### config.mk
export PLATFORM = sky130hd
export DESIGN_NAME = mc_ctrl_fsm_flat
export DESIGN_NICKNAME = d
export VERILOG_FILES = /design/src/rtl/mc_ctrl_fsm_if.sv /design/src/rtl/mc_ctrl_fsm.sv /design/src/flat_wrapper.sv
export SDC_FILE = /design/constraint.sdc
export NUM_CORES = 1
export LEC_CHECK = 0
export CORE_MARGIN = 2
export CORE_UTILIZATION = 44
export CTS_BUF_LIST = sky130_fd_sc_hd__clkbuf_8
export CTS_CLUSTER_DIAMETER = 200
export DETAILED_ROUTE_END_ITERATION = 8
export PLACE_DENSITY = 0.82
export SETUP_SLACK_MARGIN = 0.3
export SYNTH_ARGS = -nofsm -noshare
export SYNTH_HDL_FRONTEND = slang
export SYNTH_SLANG_ARGS = --single-unit
### constraint.sdc
create_clock -name clk -period 2 [get_ports clk]
set_input_delay 0.2 -clock clk [delete_from_list [all_inputs] [get_ports clk]]
set_output_delay 0.2 -clock clk [all_outputs]
set_load 0.03 [all_outputs]
### src/rtl/mc_ctrl_fsm_if.sv
// Control bundle between the multicycle controller and the byte-fetch datapath.
// master = controller side, slave = datapath/memory side.
interface mc_ctrl_fsm_if #(
   parameter int FETCH_BEATS = 4,
   parameter int FW          = 3
);
   logic [5:0]             op;
   logic [FW-1:0]          funct;
   logic                   zero;
   logic                   memready;

   logic                   memread;
   logic                   memwrite;
   logic                   iord;
   logic [FETCH_BEATS-1:0] irwrite;
   logic                   pcen;
   logic [1:0]             pcsrc;
   logic                   alusrca;
   logic [1:0]             alusrcb;
   logic [FW-1:0]          alucontrol;
   logic                   regwrite;
   logic                   regdst;
   logic                   memtoreg;
   logic                   illegal;
   logic [3:0]             state;

   modport master (
      input  op, funct, zero, memready,
      output memread, memwrite, iord, irwrite, pcen, pcsrc, alusrca, alusrcb,
             alucontrol, regwrite, regdst, memtoreg, illegal, state
   );

   modport slave (
      output op, funct, zero, memready,
      input  memread, memwrite, iord, irwrite, pcen, pcsrc, alusrca, alusrcb,
             alucontrol, regwrite, regdst, memtoreg, illegal, state
   );
endinterface

### src/rtl/mc_ctrl_fsm.sv
// Multicycle control FSM: multi-beat instruction fetch with memready handshake,
// opcode decode, BEQ/BNE resolution and a sticky illegal-opcode trap.
module mc_ctrl_fsm #(
   parameter int FETCH_BEATS = 4,
   parameter int FW          = 3
) (
   input  logic          clk,
   input  logic          reset,
   mc_ctrl_fsm_if.master bus
);

   localparam int BEAT_W = (FETCH_BEATS > 1) ? $clog2(FETCH_BEATS) : 1;
   localparam logic [BEAT_W-1:0] LAST_BEAT = BEAT_W'(FETCH_BEATS - 1);

   localparam logic [3:0] S_FETCH  = 4'd0;
   localparam logic [3:0] S_DECODE = 4'd1;
   localparam logic [3:0] S_MEMADR = 4'd2;
   localparam logic [3:0] S_MEMRD  = 4'd3;
   localparam logic [3:0] S_MEMWB  = 4'd4;
   localparam logic [3:0] S_MEMWR  = 4'd5;
   localparam logic [3:0] S_EXEC   = 4'd6;
   localparam logic [3:0] S_ALUWB  = 4'd7;
   localparam logic [3:0] S_ADDIEX = 4'd8;
   localparam logic [3:0] S_ADDIWB = 4'd9;
   localparam logic [3:0] S_BRANCH = 4'd10;
   localparam logic [3:0] S_JUMP   = 4'd11;
   localparam logic [3:0] S_TRAP   = 4'd12;

   localparam logic [5:0] OP_RTYPE = 6'b000000;
   localparam logic [5:0] OP_LW    = 6'b100011;
   localparam logic [5:0] OP_SW    = 6'b101011;
   localparam logic [5:0] OP_BEQ   = 6'b000100;
   localparam logic [5:0] OP_BNE   = 6'b000101;
   localparam logic [5:0] OP_ADDI  = 6'b001000;
   localparam logic [5:0] OP_J     = 6'b000010;

   localparam logic [FW-1:0] ALU_ADD = FW'(3'b010);
   localparam logic [FW-1:0] ALU_SUB = FW'(3'b110);

   logic [3:0]        state_q,   state_d;
   logic [BEAT_W-1:0] beat_q,    beat_d;
   logic              illegal_q, illegal_d;

   // Next-state logic; memready only matters in the three memory states.
   always_comb begin
      state_d   = state_q;
      beat_d    = beat_q;
      illegal_d = illegal_q;
      case (state_q)
         S_FETCH: begin
            if (bus.memready) begin
               if (beat_q == LAST_BEAT) begin
                  beat_d  = '0;
                  state_d = S_DECODE;
               end else begin
                  beat_d = beat_q + 1'b1;
               end
            end
         end
         S_DECODE: begin
            case (bus.op)
               OP_LW, OP_SW:    state_d = S_MEMADR;
               OP_RTYPE:        state_d = S_EXEC;
               OP_ADDI:         state_d = S_ADDIEX;
               OP_BEQ, OP_BNE:  state_d = S_BRANCH;
               OP_J:            state_d = S_JUMP;
               default: begin
                  state_d   = S_TRAP;
                  illegal_d = 1'b1;
               end
            endcase
         end
         S_MEMADR: state_d = (bus.op == OP_SW) ? S_MEMWR : S_MEMRD;
         S_MEMRD:  if (bus.memready) state_d = S_MEMWB;
         S_MEMWB:  state_d = S_FETCH;
         S_MEMWR:  if (bus.memready) state_d = S_FETCH;
         S_EXEC:   state_d = S_ALUWB;
         S_ALUWB:  state_d = S_FETCH;
         S_ADDIEX: state_d = S_ADDIWB;
         S_ADDIWB: state_d = S_FETCH;
         S_BRANCH: state_d = S_FETCH;
         S_JUMP:   state_d = S_FETCH;
         S_TRAP:   state_d = S_TRAP;
         default:  state_d = S_FETCH;
      endcase
   end

   always_ff @(posedge clk) begin
      if (reset) begin
         state_q   <= S_FETCH;
         beat_q    <= '0;
         illegal_q <= 1'b0;
      end else begin
         state_q   <= state_d;
         beat_q    <= beat_d;
         illegal_q <= illegal_d;
      end
   end

   // Output decode; everything is held low while reset is asserted.
   always_comb begin
      bus.memread    = 1'b0;
      bus.memwrite   = 1'b0;
      bus.iord       = 1'b0;
      bus.irwrite    = '0;
      bus.pcen       = 1'b0;
      bus.pcsrc      = 2'b00;
      bus.alusrca    = 1'b0;
      bus.alusrcb    = 2'b00;
      bus.alucontrol = '0;
      bus.regwrite   = 1'b0;
      bus.regdst     = 1'b0;
      bus.memtoreg   = 1'b0;
      bus.illegal    = 1'b0;
      bus.state      = 4'd0;
      if (!reset) begin
         bus.state      = state_q;
         bus.alucontrol = ALU_ADD;
         case (state_q)
            S_FETCH: begin
               bus.memread = 1'b1;
               if (bus.memready) begin
                  bus.irwrite = FETCH_BEATS'(1) << beat_q;
                  bus.alusrcb = 2'b01;
                  bus.pcen    = 1'b1;
               end
            end
            S_DECODE: bus.alusrcb = 2'b11;
            S_MEMADR: begin
               bus.alusrca = 1'b1;
               bus.alusrcb = 2'b10;
            end
            S_MEMRD: begin
               bus.memread = 1'b1;
               bus.iord    = 1'b1;
            end
            S_MEMWB: begin
               bus.regwrite = 1'b1;
               bus.memtoreg = 1'b1;
            end
            S_MEMWR: begin
               bus.memwrite = 1'b1;
               bus.iord     = 1'b1;
            end
            S_EXEC: begin
               bus.alusrca    = 1'b1;
               bus.alucontrol = bus.funct;
            end
            S_ALUWB: begin
               bus.regwrite = 1'b1;
               bus.regdst   = 1'b1;
            end
            S_ADDIEX: begin
               bus.alusrca = 1'b1;
               bus.alusrcb = 2'b10;
            end
            S_ADDIWB: bus.regwrite = 1'b1;
            S_BRANCH: begin
               bus.alusrca    = 1'b1;
               bus.alucontrol = ALU_SUB;
               bus.pcsrc      = 2'b01;
               bus.pcen       = (bus.op == OP_BNE) ? ~bus.zero : bus.zero;
            end
            S_JUMP: begin
               bus.pcsrc = 2'b10;
               bus.pcen  = 1'b1;
            end
            S_TRAP: begin
               bus.alucontrol = '0;
               bus.illegal    = illegal_q;
            end
            default: ;
         endcase
      end
   end

endmodule

### src/flat_wrapper.sv
// flat-port wrapper written by rule: the top's interface ports become plain ports
module mc_ctrl_fsm_flat 
#(
   parameter int FETCH_BEATS = 4,
   parameter int FW          = 3
)
  (clk, reset, bus_op, bus_funct, bus_zero, bus_memready, bus_memread, bus_memwrite, bus_iord, bus_irwrite, bus_pcen, bus_pcsrc, bus_alusrca, bus_alusrcb, bus_alucontrol, bus_regwrite, bus_regdst, bus_memtoreg, bus_illegal, bus_state);
  mc_ctrl_fsm_if #(.FETCH_BEATS(FETCH_BEATS), .FW(FW)) bus_i ();
  input  logic clk;
  input  logic reset;
  input wire logic [$bits(bus_i.op)-1:0] bus_op;
  input wire logic [$bits(bus_i.funct)-1:0] bus_funct;
  input wire logic [$bits(bus_i.zero)-1:0] bus_zero;
  input wire logic [$bits(bus_i.memready)-1:0] bus_memready;
  output wire logic [$bits(bus_i.memread)-1:0] bus_memread;
  output wire logic [$bits(bus_i.memwrite)-1:0] bus_memwrite;
  output wire logic [$bits(bus_i.iord)-1:0] bus_iord;
  output wire logic [$bits(bus_i.irwrite)-1:0] bus_irwrite;
  output wire logic [$bits(bus_i.pcen)-1:0] bus_pcen;
  output wire logic [$bits(bus_i.pcsrc)-1:0] bus_pcsrc;
  output wire logic [$bits(bus_i.alusrca)-1:0] bus_alusrca;
  output wire logic [$bits(bus_i.alusrcb)-1:0] bus_alusrcb;
  output wire logic [$bits(bus_i.alucontrol)-1:0] bus_alucontrol;
  output wire logic [$bits(bus_i.regwrite)-1:0] bus_regwrite;
  output wire logic [$bits(bus_i.regdst)-1:0] bus_regdst;
  output wire logic [$bits(bus_i.memtoreg)-1:0] bus_memtoreg;
  output wire logic [$bits(bus_i.illegal)-1:0] bus_illegal;
  output wire logic [$bits(bus_i.state)-1:0] bus_state;
  assign bus_i.op = bus_op;
  assign bus_i.funct = bus_funct;
  assign bus_i.zero = bus_zero;
  assign bus_i.memready = bus_memready;
  assign bus_memread = bus_i.memread;
  assign bus_memwrite = bus_i.memwrite;
  assign bus_iord = bus_i.iord;
  assign bus_irwrite = bus_i.irwrite;
  assign bus_pcen = bus_i.pcen;
  assign bus_pcsrc = bus_i.pcsrc;
  assign bus_alusrca = bus_i.alusrca;
  assign bus_alusrcb = bus_i.alusrcb;
  assign bus_alucontrol = bus_i.alucontrol;
  assign bus_regwrite = bus_i.regwrite;
  assign bus_regdst = bus_i.regdst;
  assign bus_memtoreg = bus_i.memtoreg;
  assign bus_illegal = bus_i.illegal;
  assign bus_state = bus_i.state;
  mc_ctrl_fsm #(.FETCH_BEATS(FETCH_BEATS), .FW(FW)) u_core (.clk(clk), .reset(reset), .bus(bus_i));
endmodule
== Word level (Yosys, flattened, before mapping) ==
Cells that the tools add are included.
W data, S select, Z words.
Storage, ports and cells
  register bits after elaboration: 7
  input port bits: 13
  output and inout port bits: 24
  logic and storage cells: 82
Cells by class
  $add $sub $neg: 1
  equal/unequal tests: 23
  shift operators: 1
  muxes and demuxes: 39
  bitwise operators: 2
  reductions and logical operators: 13
Operator list (number)
  $mux W4: 8
  $pmux W4 S8: 1
  $eq A4 B4 Y1 const B: 5
  $mux W1: 20
  $pmux W4 S5: 1
  $eq A4 B3 Y1 const B: 4
  $eq A6 B3 Y1 const B: 2
  $eq A6 B6 Y1 const B: 2
  $reduce_or A2 Y1: 5
  $pmux W3 S3: 1
  $eq A4 B2 Y1 const B: 2
  $reduce_or A7 Y1: 1
  $eq A6 B2 Y1 const B: 1
  $eq A6 B4 Y1 const B: 1
  $logic_not A6 Y1: 1
  $mux W2: 3
  $mux W3: 2
  $ne A2 B2 Y1 const B: 3
  $pmux W2 S3: 1
  $eq A4 B1 Y1 const B: 1
  $logic_not A4 Y1: 1
  $pmux W2 S2: 1
  $reduce_and A2 Y1: 2
  $reduce_and A4 Y1: 1
  other kinds (8): 9

== Depth between registers and ports, before layout ==
  depth in word-level cells: 4
  depth in mapped cells: 6
  gate-level depth less buffers: 6

== Worst setup path before layout ==
No wires, ideal clock.
  kind: flip-flop to output port
  start point: register u_core.state_q[3]
  end point: output port bus_alusrca
  data arrival time: 2.512 ns
  required time: 1.800 ns
  setup slack: -0.712 ns
  cell stages (with the launch flop): 5
  cell sequence: dfxtp_1 -> buf_1 -> clkbuf_1 -> nor2_1 -> a2111oi_0
Between the ends
  cells in the longest elaborated chain, start to end: 4
  elaborated cells on any way between the ends: 7
  those cells by class: 4 x eq/ne; 2 x mux; 1 x reduce/logical
RTL lines
  start, declared: line mc_ctrl_fsm.sv:40  | logic [3:0] state_q, state_d;
  start signal, assigned: line mc_ctrl_fsm.sv:94  | state_q <= state_d;
  $eq A4 B2 Y1 (tied with other cells): line mc_ctrl_fsm.sv:119  | case (state_q)
  $reduce_or A4 Y1 (no source line) (*)
  $mux W1 (*): line mc_ctrl_fsm.sv:119
  $mux W1 (*): line mc_ctrl_fsm.sv:116  | if (!reset) begin
  end, declared: line flat_wrapper.sv:21  | output wire logic [$bits(bus_i.alusrca)-1:0] bus_alusrca;
Mark *: on every way between the ends. The rest lies on a longest branch, timed or not.

== Worst setup path in the final report ==
  start point: register u_core.state_q[1]
  end point: output port bus_alucontrol[0]
Between the ends
  cells in the longest elaborated chain, start to end: 3
  elaborated cells on any way between the ends: 5
  those cells by class: 3 x eq/ne; 2 x mux
RTL lines
  $eq A4 B4 Y1 / $eq A4 B3 Y1 (equally long branches): line mc_ctrl_fsm.sv:119
  $pmux W3 S3 (*): line mc_ctrl_fsm.sv:119
  $mux W3 (*): line mc_ctrl_fsm.sv:116
  end, declared: line flat_wrapper.sv:23  | output wire logic [$bits(bus_i.alucontrol)-1:0] bus_alucontrol;
Marks and branches as above.

==> results.sh <==
export IMPL_clock_path_buffers=2
export IMPL_worst_endpoint_required_ns=1.80
export IMPL_p_total_mw=0.531
export IMPL_syn_area_um2=880
export IMPL_end_kind="primary output"
export IMPL_maxCapViolCount=0
export IMPL_cp_max_fo=9
export IMPL_via_count=1152
export IMPL_cpMaxStageDelayCell="dfxtp_4"
export IMPL_coreArea_mm2=0.00192
export IMPL_insertedDiodeCount=0
export IMPL_min_to="u_core.illegal_q"
export IMPL_clock_skew_final_ns=0.00200
export IMPL_slew_headroom=0.678
export IMPL_htreeDepth=1
export IMPL_hold_start="u_core.illegal_q"
export IMPL_synth_flop_cell="dfxtp_1"
export IMPL_min_period_ns=1.74
export IMPL_p_per_area_mw_per_mm2=346
export IMPL_r2r_end="u_core.state_q[0]"
export IMPL_worstMarginPinSlew_ns=0.477
export IMPL_ir_drop_mv=0.234
export IMPL_avgSynthCellArea_um2=7.04
export IMPL_cpPeakStageDelay_ns=0.40
export IMPL_drt_iter0_markers=35
export IMPL_drive_gt1_frac=0.458
export IMPL_gp_congestion=0.855
export IMPL_cts_root_buf="clkbuf_8"
export IMPL_die_height_um=48.7
export IMPL_hold_viol=0
export IMPL_finalInstanceArea_mm2=0.00154
export IMPL_drc_errors=0
export IMPL_finalSetupViolCount=0
export IMPL_synth_seq_cells=7
export IMPL_die_w_um=48.7
export IMPL_power_switching_mw=0.173
export IMPL_criticalPathCategory="reg -> out"
export IMPL_status="finished, final reports clean"
export IMPL_yosysWarnings=0
export IMPL_synth_edf_count=0
export IMPL_io_pins=37
export IMPL_fmax_ghz=0.575
export IMPL_wirelength_mm=3.17
export IMPL_worst_ep_arrival_time_ns=1.54
export IMPL_syn_to_final_growth_pct=74.7
export IMPL_grt_pass1_wl_mm=4.94
export IMPL_std_cell_rows=16
export IMPL_start_util=0.458
export IMPL_pwr_share_seq=0.286
export IMPL_clockPowerShare=0.386
export IMPL_portBuffers=36
export IMPL_rr_worst_depth=5
export IMPL_slew_viol_final=0
export IMPL_die_area_mm2=0.00237
export IMPL_antenna_left=0
export IMPL_via_per_inst=5.65
export IMPL_internal_power_mw=0.359
export IMPL_cts_reportedPaths_clkPinSlew_ns=0.04
export IMPL_swShare=0.325
export IMPL_rsz0062_at_grt="true"
export IMPL_leakage_nw=0.672
export IMPL_grt_pass1_vias=1102
export IMPL_hold_path_class="reg -> reg"
export IMPL_fin_setup_tns_ns=0
export IMPL_period_share=0.869
export IMPL_cp_cell_sequence="clkinv_1 > nor3_1 > and3_1 > buf_4"
export IMPL_finalNetCount=195
export IMPL_grt_remaining_overflow=0
export IMPL_grt_usage=0.258
export IMPL_synth_cell_types=47
export IMPL_ys_async_sr_fraction=0
export IMPL_grt_max_degree=15
export IMPL_holdWs_ns=0.454
export IMPL_synth_seq_area_share=0.159
export IMPL_synth_nets=142
export IMPL_cp_depth=4
export IMPL_placed_cell_area_mm2=0.00133
export IMPL_synthCells=125
export IMPL_cp_top_family="simple AND/OR/NAND/NOR gates"
export IMPL_combPwrFrac=0.328
export IMPL_cts_buffers=3
export IMPL_first_pass_iters=4
export IMPL_antenna_found_initial=0
export IMPL_cp_num_buf_inv=2
export IMPL_clk_latency_ns=0.23
export IMPL_cts_sinks=7
export IMPL_cp_start_kind="flop"
export IMPL_fin_util=0.799
export IMPL_rrSetupSlack_ns=0.34
export IMPL_hold_depth=2
export IMPL_tritoncts="done"
export IMPL_wl_per_cell_um=15.5
export IMPL_r2r_start="u_core.state_q[2]"
export IMPL_dp_hpwl_mm=2.18
synth_stat cells, types with 2 or more instances:
library cell   n  area (µm²)
nand3_1        2        10.0
o211ai_1       2        15.0
nor2_1        14        52.6
nor4_1         6        37.5
dfxtp_1        7         140
nor3_1         7        35.0
a21oi_1        7        35.0
inv_1          6        22.5
buf_1          2        7.51
o21ai_0        2        10.0
nor4b_1        2        17.5
nand2b_1       4        25.0
a22o_1         2        17.5
nor2b_1        5        31.3
a211oi_1       4        30.0
clkbuf_1       5        18.8
and3_1         3        18.8
xnor2_1        3        26.3
nand2_1        7        26.3
and2_1         4        25.0
ha_1           4        50.1
a31oi_1        2        12.5
layout make-up:
type | instances | area [µm²]
Tap cell | 27 | 33.8
Timing Repair Buffer | 57 | 472
Sequential cell | 7 | 155
Clock inverter | 1 | 3.75
Fill cell | 142 | 385
Inverter | 7 | 26.3
Clock buffer | 3 | 41.3
Multi-Input combinational cell | 102 | 805
power by group through the flow:
stage / registers [mW] / clock network, mW / logic [mW]
3_5_place_dp: 0.156 / 0 / 0.155
5_1_grt: 0.152 / 0.214 / 0.189
6_report: 0.152 / 0.205 / 0.174
4_1_cts: 0.152 / 0.201 / 0.164
3_3_place_gp: 0.155 / 0 / 0.151
2_1_floorplan: 0.153 / 0 / 0.0845
metrics by stage:
stage	instances	setup WS, ns
after floorplan	125	0.0180
after global placement	194	0.0547
after detailed placement	194	-0.0135
after CTS	201	0.242
after global routing	204	0.187
final	204	0.262
timing repair:
item	in CTS	in global routing
hold buffers	0	0
endpoints found under the setup margin	18	17
pin swaps	7	6
gates resized for setup	23	24
setup buffers	3	3
cells by family (layout without fill, tap and decap cells):
logic type                 count (synthesis)  count (layout)  share of synthesized area
AOI/OAI and AO/OA                         29              29                      0.233
xor gates and xnor gates                   4               4                     0.0398
adders and majority gates                  4               4                     0.0569
buffers and inverters                     16              68                     0.0811
DFF                                        7               7                      0.159
muxes                                      2               2                     0.0242
and+or+nand+nor                           63              63                      0.405
state kept, by name (all words and copies together), names as in the netlist:
| register | flops |
|---|---|
| u_core.beat_q | 2 |
| u_core.state_q | 4 |
| u_core.illegal_q | 1 |
per-layer routing:
metal / vias to the layer above / track usage / share of wire
met5: - / 0 / 0
met4: 0 / 0.0905 / 0.0051
met3: 3 / 0.0340 / 0.040
met2: 41 / 0.475 / 0.54
met1: 543 / 0.303 / 0.42
li1: 565 / - / -
worst register-to-register path, stage by stage, from the launching register on:
cell and delay, ns:
dfxtp_2 0.37, nor2b_1 0.17, or4_1 0.53, a21oi_4 0.21
or3b_1 0.19, o21ai_1 0.08
placed cells by master (no fill, tap or decap), types with 2 or more instances in the layout:
| cell | netlist | layout |
|---|---|---|
| clkbuf_2 | 0 | 2 |
| nor4_2 | 0 | 3 |
| and3_1 | 3 | 3 |
| inv_1 | 6 | 6 |
| ha_1 | 4 | 3 |
| nor2_4 | 0 | 2 |
| a211oi_2 | 0 | 3 |
| nor3_1 | 7 | 6 |
| dlymetal6s2s_1 | 0 | 3 |
| nand2b_1 | 4 | 4 |
| dfxtp_4 | 0 | 3 |
| dfxtp_2 | 0 | 3 |
| dlygate4sd2_1 | 0 | 2 |
| clkbuf_8 | 0 | 3 |
| nor2_1 | 14 | 11 |
| nand2_1 | 7 | 7 |
| a21oi_4 | 0 | 2 |
| nor4_1 | 6 | 3 |
| a22o_1 | 2 | 2 |
| a21oi_1 | 7 | 6 |
| buf_6 | 1 | 3 |
| o211ai_1 | 2 | 2 |
| o21ai_1 | 1 | 2 |
| nor2b_1 | 5 | 4 |
| and2_1 | 4 | 4 |
| clkdlybuf4s50_1 | 0 | 4 |
| xnor2_1 | 3 | 3 |
| buf_4 | 1 | 41 |
worst max-delay path by stage:
stage	endpoint	start	slack, ns
final	bus_alucontrol[0]	u_core.state_q[1]	0.26
after global routing	bus_alucontrol[0]	u_core.state_q[1]	0.19
after CTS	bus_pcen	bus_op[0]	0.24
after detailed placement	bus_pcen	bus_op[1]	-0.01
after global placement	bus_pcen	bus_op[1]	0.05
after floorplan	bus_memread	u_core.state_q[1]	0.02
Power figures use the tool's default switching activity.
